<file path="src/rtl/edp_diag_pkg.sv">
// Shared types for the EDP diagnostic read path: FSM states, the EBUS word, select-bit positions.
// Optional feature macro: EDP_DIAG_PAR_CHK_EN enables the per-slice FM parity helper's use.
package edp_diag_pkg;

  localparam int EBUS_W   = 36;
  localparam int SLICE_W  = 6;
  localparam int N_SLICES = EBUS_W / SLICE_W;
  localparam int CTR_W    = 8;

  // Positions of the 04/05/06 function low bits within req_func_h.
  localparam int SEL_04 = 2;
  localparam int SEL_05 = 1;
  localparam int SEL_06 = 0;

  typedef enum logic [2:0] {
    ST_IDLE,
    ST_SETUP,
    ST_SETTLE,
    ST_SAMP1,
    ST_SAMP2,
    ST_DONE,
    ST_RELEASE
  } diag_state_e;

  // PDP-10 bit numbering: bit 0 is ebus_d00 and is the most significant bit.
  typedef logic [0:EBUS_W-1] ebus_word_t;

  function automatic logic [N_SLICES-1:0] slice_par_err(input ebus_word_t w,
                                                        input logic [N_SLICES-1:0] fm_par);
    logic [N_SLICES-1:0] e;
    e = '0;
    for (int i = 0; i < N_SLICES; i++) begin
      e[i] = (^w[SLICE_W*i +: SLICE_W]) != fm_par[i];
    end
    return e;
  endfunction

endpackage

</file>
<file path="src/rtl/edp_diag_settle_ctr.sv">
// Loadable down-counter with zero flag; the reader shares one instance between the
// SETTLE wait and the post-done HOLD wait, which never overlap.
module edp_diag_settle_ctr
  import edp_diag_pkg::*;
(
  input  logic             clk_i,
  input  logic             rst_i,
  input  logic             load_i,
  input  logic [CTR_W-1:0] load_val_i,
  input  logic             dec_i,
  output logic             zero_o
);

  logic [CTR_W-1:0] cnt_q;

  always_ff @(posedge clk_i or posedge rst_i) begin
    if (rst_i) begin
      cnt_q <= '0;
    end else if (load_i) begin
      cnt_q <= load_val_i;
    end else if (dec_i && (cnt_q != '0)) begin
      cnt_q <= cnt_q - 1'b1;
    end
  end

  assign zero_o = (cnt_q == '0);

endmodule

</file>
<file path="src/rtl/edp_ebus_diag_reader.sv">
// EBUS-side diag reader: selects a diag function on the EDP slices, double-samples the bus
// until stable (bounded retries) and returns the word. EDP_DIAG_PAR_CHK_EN adds FM parity check.
module edp_ebus_diag_reader
  import edp_diag_pkg::*;
#(
  parameter int SETTLE_CYC = 4,
  parameter int HOLD_CYC   = 2,
  parameter int MAX_RETRY  = 3
) (
  input  logic                clk_h,
  input  logic                crobar_h,
  input  logic                req_h,
  input  logic [2:0]          req_func_h,
  output logic                ack_h,
  output logic                busy_h,
  output logic                done_h,
  output ebus_word_t          rd_data_h,
  output logic                err_h,
  output logic                diag_read_func_12x_h,
  output logic                diag_04_a_h,
  output logic                diag_05_a_h,
  output logic                diag_06_a_h,
`ifdef EDP_DIAG_PAR_CHK_EN
  input  logic [N_SLICES-1:0] fm_parity_h,
  output logic [N_SLICES-1:0] par_err_h,
`endif
  input  ebus_word_t          ebus_d_e_h
);

  localparam logic [CTR_W-1:0] SETTLE_LD = CTR_W'(SETTLE_CYC - 1);
  localparam logic [CTR_W-1:0] RETRY_LD  = (SETTLE_CYC > 1) ? CTR_W'(SETTLE_CYC - 2) : '0;
  localparam logic [CTR_W-1:0] HOLD_LD   = CTR_W'(HOLD_CYC - 1);
  localparam logic [2:0]       RETRY_MAX = 3'(MAX_RETRY);
  // The SAMP2 clock of a failed pair counts as the first settle clock of the next pair,
  // so consecutive pairs start SETTLE_CYC+1 clocks apart.
  localparam diag_state_e      RETRY_ST  = (SETTLE_CYC > 1) ? ST_SETTLE : ST_SAMP1;

  diag_state_e      state_q;
  logic             ack_q, busy_q, done_q, err_q, func_q;
  logic [2:0]       sel_q;
  logic [2:0]       retry_q;
  ebus_word_t       rd_data_q;
  ebus_word_t       s1_q;
  logic             bus_eq;
  logic             ctr_load, ctr_dec, ctr_zero;
  logic [CTR_W-1:0] ctr_val;

  assign bus_eq = (ebus_d_e_h == s1_q);

  edp_diag_settle_ctr u_ctr (
    .clk_i      (clk_h),
    .rst_i      (crobar_h),
    .load_i     (ctr_load),
    .load_val_i (ctr_val),
    .dec_i      (ctr_dec),
    .zero_o     (ctr_zero)
  );

  always_comb begin
    ctr_load = 1'b0;
    ctr_val  = '0;
    ctr_dec  = 1'b0;
    case (state_q)
      ST_SETUP: begin
        ctr_load = 1'b1;
        ctr_val  = SETTLE_LD;
      end
      ST_SAMP2: begin
        if (!bus_eq) begin
          ctr_load = 1'b1;
          ctr_val  = RETRY_LD;
        end
      end
      ST_DONE: begin
        ctr_load = 1'b1;
        ctr_val  = HOLD_LD;
      end
      ST_SETTLE, ST_RELEASE: ctr_dec = 1'b1;
      default: ;
    endcase
  end

  // First sample of each pair; pure datapath, no reset needed.
  always_ff @(posedge clk_h) begin
    if (state_q == ST_SAMP1) begin
      s1_q <= ebus_d_e_h;
    end
  end

  always_ff @(posedge clk_h or posedge crobar_h) begin
    if (crobar_h) begin
      state_q   <= ST_IDLE;
      ack_q     <= 1'b0;
      busy_q    <= 1'b0;
      done_q    <= 1'b0;
      err_q     <= 1'b0;
      func_q    <= 1'b0;
      sel_q     <= '0;
      retry_q   <= '0;
      rd_data_q <= '0;
    end else begin
      ack_q  <= 1'b0;
      done_q <= 1'b0;
      case (state_q)
        ST_IDLE: begin
          if (req_h) begin
            ack_q   <= 1'b1;
            busy_q  <= 1'b1;
            err_q   <= 1'b0;
            sel_q   <= req_func_h;
            retry_q <= '0;
            state_q <= ST_SETUP;
          end
        end
        ST_SETUP: begin
          func_q  <= 1'b1;
          state_q <= ST_SETTLE;
        end
        ST_SETTLE: begin
          if (ctr_zero) state_q <= ST_SAMP1;
        end
        ST_SAMP1: state_q <= ST_SAMP2;
        ST_SAMP2: begin
          if (bus_eq || (retry_q == RETRY_MAX)) begin
            rd_data_q <= ebus_d_e_h;
            err_q     <= !bus_eq;
            done_q    <= 1'b1;
            func_q    <= 1'b0;
            state_q   <= ST_DONE;
          end else begin
            retry_q <= retry_q + 3'd1;
            state_q <= RETRY_ST;
          end
        end
        ST_DONE: begin
          sel_q   <= '0;
          state_q <= ST_RELEASE;
        end
        ST_RELEASE: begin
          if (ctr_zero) begin
            busy_q  <= 1'b0;
            state_q <= ST_IDLE;
          end
        end
        default: state_q <= ST_IDLE;
      endcase
    end
  end

  assign ack_h                = ack_q;
  assign busy_h               = busy_q;
  assign done_h               = done_q;
  assign err_h                = err_q;
  assign rd_data_h            = rd_data_q;
  assign diag_read_func_12x_h = func_q;
  assign diag_04_a_h          = sel_q[SEL_04];
  assign diag_05_a_h          = sel_q[SEL_05];
  assign diag_06_a_h          = sel_q[SEL_06];

`ifdef EDP_DIAG_PAR_CHK_EN
  logic [N_SLICES-1:0] par_err_q;

  // Parity is judged only on a stable pair; an unstable read reports no parity errors.
  always_ff @(posedge clk_h or posedge crobar_h) begin
    if (crobar_h) begin
      par_err_q <= '0;
    end else if (state_q == ST_SAMP2) begin
      par_err_q <= bus_eq ? slice_par_err(ebus_d_e_h, fm_parity_h) : '0;
    end
  end

  assign par_err_h = par_err_q;
`endif

endmodule

</file>
<file path="config.mk">
export PLATFORM = sky130hd
export DESIGN_NAME = edp_ebus_diag_reader
export DESIGN_NICKNAME = d
export VERILOG_FILES = /design/src/rtl/edp_diag_pkg.sv /design/src/rtl/edp_diag_settle_ctr.sv /design/src/rtl/edp_ebus_diag_reader.sv
export SDC_FILE = /design/constraint.sdc
export NUM_CORES = 1
export LEC_CHECK = 0
export ABC_AREA = 1
export BUFFER_PORTS_ARGS = -buffer_cell sky130_fd_sc_hd__buf_4
export CAP_MARGIN = 0
export CORE_ASPECT_RATIO = 1.4
export CORE_MARGIN = 2
export CORE_UTILIZATION = 55
export CTS_CLUSTER_DIAMETER = 150
export DETAILED_ROUTE_END_ITERATION = 10
export PLACE_DENSITY = 0.79
export SLEW_MARGIN = 20
export SYNTH_ARGS = -nofsm -noshare
export SYNTH_HDL_FRONTEND = slang
export SYNTH_HIERARCHICAL = 1
export SYNTH_SLANG_ARGS = --single-unit
</file>
<file path="constraint.sdc">
create_clock -name clk_h -period 4.3 [get_ports clk_h]
set_input_delay 0.645 -clock clk_h [delete_from_list [all_inputs] [get_ports clk_h]]
set_output_delay 0.645 -clock clk_h [all_outputs]
set_load 0.03 [all_outputs]
</file>
; ---- Yosys cells after proc, flatten, opt, wreduce, memory -nomap -nowiden
; Cells that the tools add are included.
; Widths: inputs -> output; s select.
[word_totals]
ff_bits = 94
in_bits = 42
output_inout_bits = 44
elab_cells = 75
[classes]
n_addsub = 2
n_eq_ne = 13
mux = 29
reduce_logical = 20
[op_table]
columns = operator, count
row1 = $eq 36x36->1, 1
row2 = $mux 3, 7
row3 = $pmux 3 s7, 1
row4 = $mux 8, 2
row5 = $pmux 3 s2, 2
row6 = $reduce_and 3->1, 4
row7 = $mux 1, 11
row8 = $ne 2x2->1 const B, 5
row9 = $reduce_bool 2->1, 5
row10 = $eq 3x2->1 const B, 3
row11 = $eq 3x3->1 const B, 3
row12 = $logic_not 8->1, 1
row13 = $pmux 1 s2, 4
row14 = $reduce_bool 8->1, 1
row15 = $sub 8x1->8 const B, 1
row16 = $pmux 2 s3, 1
row17 = $reduce_and 2->1, 3
row18 = $reduce_or 2->1, 2
row19 = $add 3x1->3 const B, 1
row20 = $eq 3x1->1 const B, 1
row21 = $logic_not 3->1, 1
row22 = $mux 2, 1
row23 = $logic_and 1x1->1, 1
row24 = $logic_not 1->1, 1
row25 = $logic_or 1x1->1, 1

; ---- Logic depth before layout (Yosys ltp)
[depth]
ltp_word = 6
depth_mapped = 16
mapped_depth_nobuf = 15

; ---- Hierarchy
; Netlist, hierarchy kept.
[modules_own_cells]
columns = mod, n_inst, cells_each, area_each_um2, seq_area_each_um2
row1 = edp_ebus_diag_reader, 1, 363, 3623.5, 2332.2
row2 = edp_diag_settle_ctr, 1, 91, 633.1, 200.2

; ---- Worst setup path before layout
; OpenSTA, ideal clock, no wires.
[synth_path]
path_type = register -> register
start = reg state_q[0]
end = reg s1_q[0] (enable)
setup_ns = 0.477
t_arrival_ns = 2.984
t_required_ns = 3.823
slack_ns = 0.840
stages_incl_launch_ff = 3
n_path_buf = 0
synth_period_minus_slack_ns = 3.460
path_cell_list = dfrtp_1 -> inv_1 -> nor3_1
[synth_via]
elab_chain_len = 1
[synth_lines]
columns = element, line_no
row1 = "start, declared", edp_ebus_diag_reader.sv:38  ; diag_state_e state_q;
row2 = "start signal, assigned", edp_ebus_diag_reader.sv:92  ; state_q <= ST_IDLE;
row3 = "start signal, assigned", edp_ebus_diag_reader.sv:112  ; state_q <= ST_SETUP;
row4 = "start signal, assigned", edp_ebus_diag_reader.sv:117  ; state_q <= ST_SETTLE;
row5 = $eq 3x2->1, edp_ebus_diag_reader.sv:85  ; if (state_q == ST_SAMP1) begin
row6 = "end signal, assigned", edp_ebus_diag_reader.sv:86  ; s1_q <= ebus_d_e_h;
row7 = "end, declared", edp_ebus_diag_reader.sv:43  ; ebus_word_t s1_q;
; No other way between the ends.
; A chain may end at the register's enable or synchronous reset.

; ---- Worst setup path after layout
[layout_path]
start = in ebus_d_e_h[29]
end = reg rd_data_q[8] (netlist: rd_data_h[8])
[layout_via]
elab_chain_len = 3
[layout_lines]
columns = element, line_no
row1 = "start, declared", edp_ebus_diag_reader.sv:27  ; input ebus_word_t ebus_d_e_h
row2 = $eq 36x36->1, edp_ebus_diag_reader.sv:48  ; assign bus_eq = (ebus_d_e_h == s1_q);
row3 = $logic_or 1x1->1, edp_ebus_diag_reader.sv:124  ; if (bus_eq || (retry_q == RETRY_MAX)) begin
row4 = $reduce_and 2->1 (no line), n/a
row5 = "end signal, assigned", edp_ebus_diag_reader.sv:125  ; rd_data_q <= ebus_d_e_h;
row6 = "end, declared", edp_ebus_diag_reader.sv:42  ; ebus_word_t rd_data_q;
; No other way between the ends.

==> flow_summary.ini <==
[clock_tree]
cts_root_buf = clkbuf_8
clock_sink_count = 94
cts-buffers-inserted = 9
post-cts-setup-buffers = 0
clock_insertion_delay_worst_skew_ns = 0.35
resized_gates_after_cts = 0
htreeDepth = 3
cts_max_path_buffers = 2
hold_bufs_inserted_after_cts = 0
worst_setup_hold_path_clk_slew_ns = 0.09
cts_tree = yes

[critical_path]
cpMaxStageDelayCell = inv_2
timing.critical_path.mode_cell = nand2_1
crit_type = input pin to flop
critical_path.max_stage_delay_ns = 0.66
setup.worst_path.start_class = input pin
ff2ff_setup_slack_ns = 1.63
crit_fanout = 49
timing.critical_path.cells = buf_4 -> xnor2_1 -> nand2_1 -> nor2_1 -> nand2_1 -> nor2_1 -> nand3_2 -> nand2_1 -> nand2_2 -> inv_2 -> nand2_1 -> nand2_1
crit_arrival_ns = 2.97
element_type_at_the_critical_path_end = flop
cp_data_required_time_ns = 4.59

[synthesis]
synth_top_area_share_pct = 34.1
synth_seq_area_share_pct = 59.5
yosysUniqueCellTypes = 26
yosys_warnings = 6
cell_type_with_the_highest_aggregate_area_in_the_netlist = dfrtp_1
synthCells = 454
ys_seq_elements = 94
synthTopCellsByArea = dfrtp_1 (34%), edfxtp_1 (25%), nand2_1 (17%), xnor2_1 (6.2%), inv_1 (3.5%)
post_synth.cell_area_avg_um2 = 9.38
netlist_area_um2 = 4260

[timing]
setup_violations = 0
totalNegativeSetupSlack_ns = 0
clock.fmax_mhz = 374
relSlewSlack_pct = 40.7
final_min_period_over_clock_period_pct = 62.2
actual_slew_at_the_worst_max_slew_pin_ns = 0.886
hold-worst-slack_ns = 0.259
worst_clock_skew_ns = 0.00909
report.final.slew_viol_count = 0
hold_violations = 0
timing.final.crit_period_ns = 2.67
grt_setup_unrepaired = no

[route]
drt-wirelength-per-cell_um = 13.5
drt_wl_total_um = 8760
ant_nets = 0
detail_route.first_pass.iterations = 4
vias_post_dr = 3264
first_iter_violations = 265
remaining_drc_errors = 0
avgViaCountPerCell = 5.02

[floorplanning]
start_util_pct = 56.0
floorplan.core_area_um2 = 7610
dieArea_um2 = 8470
ioPinCount = 86
die_y_um = 108
chipWidth_um = 78.4
number_of_cell_rows = 38

[power]
power.leakage_uw = 0.00261
power.ir.vdd_worst_uv = 326
power.density_nw_per_um2 = 521
fin_total_pwr_uw = 2710

[finish]
drive_above_1_share_pct = 20.9
finalCoreUtilization_pct = 68.4
flow.area_growth_from_synthesis_pct = 22.2
fin_cells = 650
diodes = 0
finish.net_count = 592

[global_routing]
grt_overflow = 0
grt_max_degree = 51
grt_first_pass_wirelength_um = 14600
grt_antenna_before_repair = 0
first_global_vias = 3188
grt.total_usage_pct = 22.2

[run_status]
status = complete, no violations

[placement]
gpl.final_weighted_congestion = 0.892
dp_hpwl_um = 6340
number_of_placed_instances_with_taps_included = 635
portBuffers = 85

[hold_path]
min_path_type = input pin to async pin

[job]
timing.max_cap.violations = 0
metal layers:
metal | wire [um] | GRT usage, %
met1 | 3750 | 28.2
met2 | 4510 | 38.1
met3 | 336 | 4.51
met4 | 163 | 7.77
met5 | 0 | 0
cell type report:
type                       instances  area (um^2)
multi-input combinational        313         1510
clock inverter                     5         98.8
inverter                          42          159
tap                              100          125
timing repair buffer              86          646
clock buffer                      10          128
sequential                        94         2530
fill                             641         2410
sequential cells by signal (all words and copies together), names as in the netlist:
| name | flops |
|---|---|
| busy_h | 1 |
| done_h | 1 |
| diag_read_func_12x_h | 1 |
| retry_q | 3 |
| u_ctr/cnt_q | 8 |
| rd_data_h | 36 |
| sel_q | 3 |
| state_q | 3 |
| err_h | 1 |
| ack_h | 1 |
| s1_q | 36 |
critical path: cells and delay by family:
kind / cells / cell delay (ns)
xor gates and xnor gates: 1 / 0.13
and+or+nand+nor: 9 / 1.38
buffers and inverters: 2 / 0.79
placed cells by master, fill, tap and decap left out, drive strengths merged:
master,synthesis,final
nand2,194,194
buf,8,86
dfrtp,58,58
inv,42,41
edfxtp,36,36
xnor2,30,30
nor2,25,25
nand3,24,24
o21ai,17,17
clkbuf,2,10
nand4,6,6
conb,1,6
ha,4,4
bufinv,0,3
clkinv,0,3
a21oi,2,2
nor3,2,2
o21a,1,1
o211ai,1,1
or2,1,1
per-stage QoR:
step / instance area, um^2 / worst slack, ns
after global placement: 4970 / 1.33
after global routing: 5200 / 1.30
after CTS: 5200 / 1.59
final: 5200 / 1.63
after detailed placement: 4970 / 1.23
after floorplan: 4280 / 0.840
cell families (layout without fill, tap and decap cells):
kind of cell	after synthesis	in the layout	share of synthesized area, %
simple gates	252	252	24.4
flops	94	94	59.5
buf+inv	52	143	5.56
xor+xnor	30	30	6.17
compound gates	21	21	3.12
fa+ha+maj	4	4	1.18
other cells	1	6	0.0881
path summary, 6_finish.rpt:
check,cells after the start,from,end
worst max-delay path,12,ebus_d_e_h[29],rd_data_h[8]
worst min-delay path,2,crobar_h,u_ctr/cnt_q[2]
worst max register to register,11,s1_q[29],rd_data_h[8]
worst min register to register,2,rd_data_h[20],rd_data_h[20]
max in group asynchronous,2,crobar_h,rd_data_h[25]
min in group clk_h,1,ebus_d_e_h[0],s1_q[0]
cell usage after synthesis:
master / number
xnor2_1: 30
o21ai_2: 3
o21ai_4: 1
nand3_2: 2
buf_2: 3
nand3_1: 22
nand2_2: 1
nor2_1: 23
dfrtp_1: 58
o21a_1: 1
nand4_1: 6
buf_6: 5
clkbuf_1: 2
nor2_4: 2
conb_1: 1
ha_1: 4
nand2_1: 191
nor3_1: 2
o211ai_1: 1
a21oi_1: 2
edfxtp_1: 36
nand2_4: 2
inv_1: 40
or2_2: 1
inv_2: 2
o21ai_0: 13
power by group:
part           leakage [uW]  switching (uW)  internal, uW
clock              0.000114             285           381
sequential          0.00111             105          1110
combinational       0.00139             530           303
No activity file was read; power rests on OpenSTA's default activity.
